$ cat config.mk
export PLATFORM = sky130hd
export DESIGN_NAME = uart_rx
export DESIGN_NICKNAME = d
export VERILOG_FILES = /design/src/rtl/uart_pkg.sv /design/src/rtl/uart_rx_sampler.sv /design/src/rtl/uart_rx.sv
export SDC_FILE = /design/constraint.sdc
export NUM_CORES = 1
export LEC_CHECK = 0
export ABC_AREA = 1
export CELL_PAD_IN_SITES_DETAIL_PLACEMENT = 1
export CELL_PAD_IN_SITES_GLOBAL_PLACEMENT = 2
export CORE_ASPECT_RATIO = 0.9
export CORE_UTILIZATION = 28
export CTS_CLUSTER_DIAMETER = 200
export DETAILED_ROUTE_END_ITERATION = 8
export PLACE_DENSITY_LB_ADDON = 0.1
export SYNTH_ARGS = -nofsm -noshare
export SYNTH_HDL_FRONTEND = slang
export SYNTH_SLANG_ARGS = --single-unit
$ cat constraint.sdc
create_clock -name clk -period 1.4 [get_ports clk]
set_input_delay 0.42 -clock clk [delete_from_list [all_inputs] [get_ports clk]]
set_output_delay 0.42 -clock clk [all_outputs]
set_load 0.02 [all_outputs]
$ cat src/rtl/uart_pkg.sv
// uart_pkg: shared types and helpers for the uart_rx receiver.
package uart_pkg;

    // Receiver frame states
    typedef enum logic [2:0] {
        IDLE   = 3'd0,
        START  = 3'd1,
        DATA   = 3'd2,
        PARITY = 3'd3,
        STOP   = 3'd4
    } rx_state_t;

    // Parity mode encodings for PARITY_ODD
    localparam logic PARITY_EVEN     = 1'b0;
    localparam logic PARITY_ODD_MODE = 1'b1;

    // Width of the per-bit tick counter for a given oversample ratio
    function automatic int unsigned tick_width(input int unsigned oversample);
        return (oversample <= 2) ? 1 : $clog2(oversample);
    endfunction

endpackage

$ cat src/rtl/uart_rx_sampler.sv
// uart_rx_sampler: 2-flop input synchroniser plus 3-sample majority voter.
// Two samples are captured on 'sample' strobes; the third is the live rx_s,
// so vote_c is valid in the cycle of the decision tick.
module uart_rx_sampler (
    input  logic clk,
    input  logic reset,
    input  logic rx_in,
    input  logic sample,
    output logic rx_s,
    output logic vote_c
);

    logic       rx_meta;
    logic [1:0] hist;

    // Synchroniser (idle-high reset) and sample history
    always_ff @(posedge clk) begin
        if (reset) begin
            rx_meta <= 1'b1;
            rx_s    <= 1'b1;
            hist    <= 2'b11;
        end else begin
            rx_meta <= rx_in;
            rx_s    <= rx_meta;
            if (sample) begin
                hist <= {hist[0], rx_s};
            end
        end
    end

    // Majority of the two stored samples and the current one
    always_comb begin
        vote_c = (hist[1] & hist[0]) | (hist[1] & rx_s) | (hist[0] & rx_s);
    end

endmodule

$ cat src/rtl/uart_rx.sv
// uart_rx: parametrised UART receiver with majority sampling, false-start
// rejection, valid/ready output handshake and frame/parity/overrun flags.
// Optional parity checking is enabled by defining UART_RX_PARITY_EN.
module uart_rx
    import uart_pkg::*;
#(
    parameter int unsigned DATA_BITS  = 8,
    parameter int unsigned OVERSAMPLE = 16,
    parameter int unsigned STOP_BITS  = 1,
    parameter int unsigned PARITY_ODD = 0
) (
    input  logic                 clk,
    input  logic                 reset,
    input  logic                 baud_tick,
    input  logic                 rx_in,
    output logic [DATA_BITS-1:0] data_out,
    output logic                 data_valid,
    input  logic                 data_ready,
    output logic                 frame_err,
    output logic                 parity_err,
    output logic                 overrun_err,
    output logic                 busy
);

    localparam int unsigned TW   = tick_width(OVERSAMPLE);
    localparam int unsigned BW   = (DATA_BITS > 1) ? $clog2(DATA_BITS) : 1;
    localparam int unsigned HALF = OVERSAMPLE / 2;

    localparam logic [TW-1:0] T_S0   = TW'(HALF - 1);
    localparam logic [TW-1:0] T_S1   = TW'(HALF);
    localparam logic [TW-1:0] T_DEC  = TW'(HALF + 1);
    localparam logic [TW-1:0] T_LAST = TW'(OVERSAMPLE - 1);
    localparam logic [BW-1:0] B_LAST = BW'(DATA_BITS - 1);
    localparam logic          S_LAST = 1'(STOP_BITS - 1);
    localparam logic PAR_MODE = (PARITY_ODD != 0) ? PARITY_ODD_MODE : PARITY_EVEN;

    rx_state_t            state, state_next;
    logic [TW-1:0]        tcnt, tcnt_next;
    logic [BW-1:0]        bcnt, bcnt_next;
    logic                 scnt, scnt_next;
    logic [DATA_BITS-1:0] shreg, shreg_next;
    logic                 ferr, ferr_next;
    logic                 rx_s;
    logic                 vote_c;
    logic                 sample_c;
    logic                 deliver_c;
    logic                 perr_c;
    logic                 dec;
    logic                 wrap;
`ifdef UART_RX_PARITY_EN
    logic                 pbit, pbit_next;
`endif

    uart_rx_sampler u_sampler (
        .clk    (clk),
        .reset  (reset),
        .rx_in  (rx_in),
        .sample (sample_c),
        .rx_s   (rx_s),
        .vote_c (vote_c)
    );

    assign dec  = (tcnt == T_DEC);
    assign wrap = (tcnt == T_LAST);

    // State and frame datapath registers
    always_ff @(posedge clk) begin
        if (reset) begin
            state <= IDLE;
            tcnt  <= '0;
            bcnt  <= '0;
            scnt  <= 1'b0;
            shreg <= '0;
            ferr  <= 1'b0;
            busy  <= 1'b0;
`ifdef UART_RX_PARITY_EN
            pbit  <= 1'b0;
`endif
        end else begin
            state <= state_next;
            tcnt  <= tcnt_next;
            bcnt  <= bcnt_next;
            scnt  <= scnt_next;
            shreg <= shreg_next;
            ferr  <= ferr_next;
            busy  <= (state_next != IDLE);
`ifdef UART_RX_PARITY_EN
            pbit  <= pbit_next;
`endif
        end
    end

    // Next-state, counters and bit decisions; everything advances on baud_tick
    always_comb begin
        state_next = state;
        tcnt_next  = tcnt;
        bcnt_next  = bcnt;
        scnt_next  = scnt;
        shreg_next = shreg;
        ferr_next  = ferr;
        sample_c   = 1'b0;
        deliver_c  = 1'b0;
`ifdef UART_RX_PARITY_EN
        pbit_next  = pbit;
`endif
        if (baud_tick) begin
            tcnt_next = wrap ? '0 : tcnt + TW'(1);
            sample_c  = (state != IDLE) && ((tcnt == T_S0) || (tcnt == T_S1));
            case (state)
                IDLE: begin
                    tcnt_next = '0;
                    if (!rx_s) begin
                        // the detecting tick is tick 0, so the next one is tick 1
                        state_next = START;
                        tcnt_next  = TW'(1);
                    end
                end
                START: begin
                    if (dec && vote_c) begin
                        state_next = IDLE;
                        tcnt_next  = '0;
                    end else if (wrap) begin
                        state_next = DATA;
                        bcnt_next  = '0;
                    end
                end
                DATA: begin
                    if (dec) begin
                        shreg_next = {vote_c, shreg[DATA_BITS-1:1]};
                    end
                    if (wrap) begin
                        if (bcnt == B_LAST) begin
`ifdef UART_RX_PARITY_EN
                            state_next = PARITY;
`else
                            state_next = STOP;
                            scnt_next  = 1'b0;
                            ferr_next  = 1'b0;
`endif
                        end else begin
                            bcnt_next = bcnt + BW'(1);
                        end
                    end
                end
`ifdef UART_RX_PARITY_EN
                PARITY: begin
                    if (dec) begin
                        pbit_next = vote_c;
                    end
                    if (wrap) begin
                        state_next = STOP;
                        scnt_next  = 1'b0;
                        ferr_next  = 1'b0;
                    end
                end
`endif
                STOP: begin
                    if (dec) begin
                        if (!vote_c) begin
                            ferr_next = 1'b1;
                        end
                        if (scnt == S_LAST) begin
                            // leave early so a back-to-back start edge is seen
                            state_next = IDLE;
                            tcnt_next  = '0;
                            deliver_c  = 1'b1;
                        end
                    end else if (wrap) begin
                        scnt_next = scnt + 1'b1;
                    end
                end
                default: begin
                    state_next = IDLE;
                    tcnt_next  = '0;
                end
            endcase
        end
    end

`ifdef UART_RX_PARITY_EN
    assign perr_c = (((^shreg) ^ pbit) != PAR_MODE);
`else
    // no parity bit in the frame
    assign perr_c = PAR_MODE & 1'b0;
`endif

    // Output word register with valid/ready handshake and overrun pulse
    always_ff @(posedge clk) begin
        if (reset) begin
            data_out    <= '0;
            data_valid  <= 1'b0;
            frame_err   <= 1'b0;
            parity_err  <= 1'b0;
            overrun_err <= 1'b0;
        end else begin
            overrun_err <= 1'b0;
            if (deliver_c) begin
                if (!data_valid || data_ready) begin
                    data_out   <= shreg;
                    frame_err  <= ferr_next;
                    parity_err <= perr_c;
                    data_valid <= 1'b1;
                end else begin
                    overrun_err <= 1'b1;
                end
            end else if (data_valid && data_ready) begin
                data_valid <= 1'b0;
            end
        end
    end

endmodule

==> run metrics, run 1 <==
post-placement cell count 338; port buffer count 16; RSZ-0062 raised after global routing yes; Tightest Hold Check Type flip-flop to flip-flop; number of flops mapped to enable cells by yosys 0; first-pass iteration count of the detailed router 4; Die H 75.2 µm; num rows 26; grt total ovfl 0; Clock Latency Late Sink 0.28 ns; Max Freq 716 MHz; post-synthesis cell count 235; die area 6270 µm²; post-synth top area cell dfxtp_1; Critical Path RT 1.61 ns; crit path kind flip-flop to flip-flop; vias in the first global route 1530; pre-CTS worst setup slack -0.356 ns; HPWL after detailed placement 3.27 mm; Cell Area, Synth 1670 µm²; CTS sink cnt 36; share of layout cells above drive strength 1 32.3%; clock skew 0.00742 ns; initial antenna violation count 0; Cell Pwr Density 833 nW/µm²; final worst setup slack 0.00394 ns; non-filler instance count after layout 349; via count 1558; Fin Setup TNS 0 ns; Final Util 40.8%; Tot GR Track Use 15.0%; post-synthesis sequential area ratio 43.2%; number of buffers created by CTS 5; leak pwr 0.00113 µW; routed vias/inst 4.46; CP Launch Type flip-flop; fin crit period 1.40 ns; DRC 0; Critical Path AT 1.61 ns; # IOs 18; Synth Flop Type dfxtp_1; Initial Utilization 29.2%; ant diodes 0; Avg WL per Cell 12.6 µm; routed wire length 4.40 mm; Clock Tree Root clkbuf_8; DR iter-0 viols 47; count of unique library cells instantiated by Yosys 26; Yosys top cell area share 43.2%; Die X 83.4 µm; CTS tree done; Setup crit end kind flip-flop; Max Cap Viol 0; Max Fanout on Critical Path 5; syn nets 245; total core area 5730 µm²; top area cells in the synthesized netlist dfxtp_1 (43%), nor2_1 (9.9%), nand2_1 (9.7%); Slew Limit Fails 0; status completed; Antenna Nets Post-Route 0; clock slew at reported path FFs 0.07 ns; GPL Wtd Cong 0.780; Synth async-reset ratio 0%; Nets 289; Max Root-Sink Buffers 2; Avg Cell Area, Syn 7.10 µm²; synthesis-to-finish area growth 40.0%; largest net degree at the start of global routing 17; Finish-stage setup viols 0; Seq cells post-synth 36; first-pass GRT wire length 7.35 mm; peak supply drop 0.537 mV; period utilisation layout 99.7%; CTS H-tree depth 2; yosys warns 0; Final Hold Vio Count 0
worst max-delay path, stage by stage, from the launching register on:
cell	delay, ns
dfxtp_4	0.37
inv_4	0.06
ha_4	0.13
nand3_4	0.06
inv_2	0.07
nand2_2	0.05
inv_2	0.08
nand2_4	0.06
nor2_4	0.13
buf_6	0.15
o21ai_2	0.05
a21oi_1	0.11
logic make-up (layout without fill, tap and decap cells):
kind of cell	after synthesis	in the layout	synth area share (%)
compound gates	37	37	11.6
buf+inv	36	80	9.07
simple gates	120	120	32.2
other cells	1	1	0.225
fa+ha+maj	5	5	3.75
flops	36	36	43.2
state kept, by name, indices dropped and copies added, names as in the netlist, 2 cells and up:
register,cells
tcnt,4
shreg,8
data_out,8
state,3
bcnt,3
u_sampler.hist,2
cells in the mapped netlist (all sizes together), types with 2 or more instances:
library cell and n:
dfxtp 36, buf 4, o21ai 26, ha 5
nand2 47, nor2 47, or2 3, nand3 19
a21oi 9, inv 29, nand4 2, nor3 2
clkbuf 3
routing by layer:
layer | part of all wire (%) | track usage, %
met1 | 57 | 22.5
met2 | 40 | 21.4
met3 | 2.1 | 3.62
met4 | 0.91 | 3.45
met5 | 0 | 0
final timing paths:
| kind | startpoint | to | slack (ns) | depth (start not counted) |
|---|---|---|---|---|
| worst max-delay path | tcnt[1] | frame_err | 0.004 | 11 |
| worst min-delay path | u_sampler.rx_meta | u_sampler.rx_s | 0.42 | 1 |
| worst max register to register | tcnt[1] | frame_err | 0.004 | 11 |
| worst min register to register | u_sampler.rx_meta | u_sampler.rx_s | 0.42 | 1 |
cell type report:
type	instances	area [µm²]
Fill cell	706	3390
Timing Repair Buffer	44	364
Sequential cell	36	733
Clock buffer	7	96.3
Tap cell	70	87.6
Inverter	29	114
Multi-Input combinational cell	163	941
per-stage QoR:
stage               total power (µW)  cell area, µm²  hold WS [ns]
finish                          1950            2340         0.417
global placement                1170            2070         0.395
detailed placement              1170            2070         0.403
global route                    2050            2340         0.451
CTS                             1980            2250         0.422
floorplan                       1110            1670         0.389
cells in the final DEF (no fill, tap or decap), types with 3 or more instances in the layout:
cell type	instances
a21oi_1	8
buf_4	25
clkbuf_2	3
clkbuf_8	7
clkdlybuf4s15_1	4
clkdlybuf4s50_1	3
dfxtp_1	30
dfxtp_2	4
dlygate4sd2_1	5
inv_1	18
inv_2	9
nand2_1	39
nand2_2	6
nand3_1	13
nand3_4	4
nor2_1	42
nor2_4	3
o21ai_0	8
o21ai_1	12
o21ai_2	5
or2_2	3
what timing repair did:
item | CTS | global route
buffers inserted | 3 | 1
hold buffers | 0 | 0
gates cloned | 1 | 0
pin swaps | 7 | 8
resized for setup | 42 | 47
endpoints found under the setup margin | 44 | 42
report_power, final:
part | internal [µW] | total [µW] | switching [µW]
Clock | 438 | 792 | 353
Sequential | 1030 | 1030 | 5.23
Combinational | 55.3 | 123 | 67.9
Total | 1520 | 1950 | 426
Note: power is estimated with default switching activity, not from simulation.
==> inputs of run 2 (changes only) <==
--- a/config.mk
+++ b/config.mk
@@ -15,4 +15,5 @@
 export PLACE_DENSITY_LB_ADDON = 0.1
 export SYNTH_ARGS = -nofsm -noshare
 export SYNTH_HDL_FRONTEND = slang
+export SYNTH_HIERARCHICAL = 1
 export SYNTH_SLANG_ARGS = --single-unit
==> run metrics, run 2 <==
Worst Hold Launch u_sampler/rx_meta; Cell Pwr Density 869 nW/µm²; Yosys top cell area share 41.5%; GPL Wtd Cong 0.679; total core area 5820 µm²; routed wire length 4.42 mm; Worst Hold Depth 1; CTS tree done; Synth async-reset ratio 0%; Reg-to-Reg Start tcnt[1]; synthesis-to-finish area growth 36.7%; initial antenna violation count 0; Crit-path slowest cell dfxtp_4; Top Family by Delay on Critical Path simple AND/OR/NAND/NOR gates; fin crit period 1.41 ns; post-synthesis sequential area ratio 41.5%; Critical Path AT 1.64 ns; Tightest Hold Check Type flip-flop to flip-flop; routed vias/inst 4.62; crit path kind flip-flop to flip-flop; ant diodes 0; DR iter-0 viols 32; clock slew at reported path FFs 0.08 ns; peak supply drop 0.480 mV; Synth Flop Type dfxtp_1; pre-CTS worst setup slack -0.356 ns; clock skew 0.00751 ns; hold endpoint u_sampler/rx_s; die area 6520 µm²; via count 1635; top-count cell post-synth nand2_1; CTS H-tree depth 2; Avg Cell Area, Syn 7.05 µm²; top flop regs data_out x8, shreg x8, tcnt x4; Tot GR Track Use 14.8%; syn nets 256; Setup crit end kind flip-flop; Slew Limit Fails 0; Finish-stage setup viols 2; HPWL after detailed placement 3.25 mm; cell area after layout 2370 µm²; Placed Area 2080 µm²; largest net degree at the start of global routing 17; Max Root-Sink Buffers 2; final worst setup slack -0.0136 ns; period utilisation layout 101%; # IOs 18; Max Cap Viol 0; Final Hold Vio Count 0; Critical Path RT 1.63 ns; Initial Utilization 29.8%; violated checks negative setup slack; Antenna Nets Post-Route 0; Buf/Inv on CP 2; most frequent cells in the layout nor2_1 (42), nand2_1 (40), inv_1 (28); top area cells in the synthesized netlist dfxtp_1 (42%), nand2_1 (9.9%), nor2_1 (9.7%); reg2reg setup slack -0.01 ns; count of unique library cells instantiated by Yosys 27; CP Launch Type flip-flop; Seq cells post-synth 36; leading cell type in the layout, fill and taps excluded nor2_1; num rows 26; R2R Path End ferr; Avg WL per Cell 12.5 µm; FF-to-FF path depth 9; Cell Area, Synth 1740 µm²; Max Freq 707 MHz; Die X 85.0 µm; CTS sink cnt 36; Max Fanout on Critical Path 3; Clock Latency Late Sink 0.29 ns; number of flops mapped to enable cells by yosys 0; Hold-fix buffers, CTS 0; grt total ovfl 0; Nets 293; status finished, violations left; Clock Tree Root clkbuf_8; RSZ-0062 raised after global routing yes; share of layout cells above drive strength 1 27.5%; first-pass GRT wire length 7.64 mm; post-synth top area cell dfxtp_1; post-synthesis cell count 246; number of buffers created by CTS 5; CP max stage delay 0.37 ns; leak pwr 0.00111 µW; DRC 0; Die H 76.7 µm; CP Cell Sequence inv_4 -> ha_4 -> nand3_4 -> nor2_4 -> buf_6 -> nand2_2 -> o21bai_1 -> nand2_1 -> nor2_1; port buffer count 16; vias in the first global route 1616; top cells by count, synth nand2_1 (46), nor2_1 (45), dfxtp_1 (36); first-pass iteration count of the detailed router 4; yosys warns 6
[run 2: cell count changes in the layout (fill, tap and decap cells not counted), moves of 4 or more]
cell | previous run | this run
o21ai_2 | 5 | 1
dfxtp_1 | 30 | 25
inv_2 | 9 | 3
dfxtp_2 | 4 | 9
inv_1 | 18 | 28
o21ai_0 | 8 | 12
nand4_1 | 2 | 7
buf_4 | 25 | 18
[run 2: how the worst max path moves through the flow]
stage,slack [ns],to,startpoint,cells after the start
2_1_floorplan,0.05,u_sampler/hist[0],baud_tick,7
3_3_place_gp,-0.34,shreg[7],baud_tick,8
3_5_place_dp,-0.36,shreg[7],baud_tick,8
4_1_cts,-0.003,data_out[3],tcnt[1],9
5_1_grt,-0.14,ferr,tcnt[1],9
6_report,-0.01,ferr,tcnt[1],9
[run 2: area by class of cell]
class / instances / area [µm²]
Inverter: 34 / 138
Clock buffer: 6 / 72.6
Timing Repair inverter: 1 / 5.00
Tap cell: 70 / 87.6
Sequential cell: 36 / 739
Timing Repair Buffer: 37 / 322
Multi-Input combinational cell: 168 / 973
Fill cell: 714 / 3450
Clock inverter: 2 / 35.0
[run 2: where the power goes]
group,internal (µW),switching [µW]
logic,51.2,70.5
registers,1030,6.44
clock network,528,377
total,1610,454
[run 2: kinds of logic (layout without fill, tap and decap cells)]
group	count (synthesis)	after routing	share of synthesized area, %
DFF	36	36	41.5
other	1	1	0.216
buffers and inverters	42	80	10.1
AOI/OAI and AO/OA	31	31	9.45
and+or+nand+nor	131	131	35.1
adders and majority gates	5	5	3.60
[run 2: routing by layer]
layer | wire length (µm) | vias to the layer above | share of wire, % | GRT usage (%)
li1 | - | 847 | - | -
met1 | 2350 | 766 | 53 | 20.5
met2 | 1870 | 15 | 42 | 22.4
met3 | 116 | 7 | 2.6 | 3.12
met4 | 75 | 0 | 1.7 | 5.59
met5 | 0 | - | 0 | 0
[run 2: worst register-to-register path, delay by kind of cell (launching register included)]
kind	cells	cell delay, ns
adder cells (fa/ha/maj)	1	0.14
AO/OA/AOI/OAI	1	0.14
AND/OR/NAND/NOR	5	0.50
flip-flops	1	0.37
buffers and inverters	2	0.19
[run 2: through the flow]
| stage | power (µW) | utilization, % | hold WS, ns | std cells | TNS, ns |
|---|---|---|---|---|---|
| 2_1_floorplan | 1120 | - | 0.383 | 246 | 0 |
| 5_1_grt | 2150 | 40.7 | 0.447 | 354 | -1.25 |
| 4_1_cts | 2100 | 38.3 | 0.415 | 352 | -0.00261 |
| 3_3_place_gp | 1170 | 35.7 | 0.387 | 343 | -7.97 |
| 3_5_place_dp | 1170 | 35.7 | 0.398 | 343 | -7.93 |
| 6_report | 2060 | 40.7 | 0.418 | 354 | -0.0210 |
[run 2: repair_timing]
action,in CTS,in global routing
pin swaps,4,10
gates resized for setup,31,50
setup buffers,1,1
setup endpoints to repair,40,37
cloned,0,1
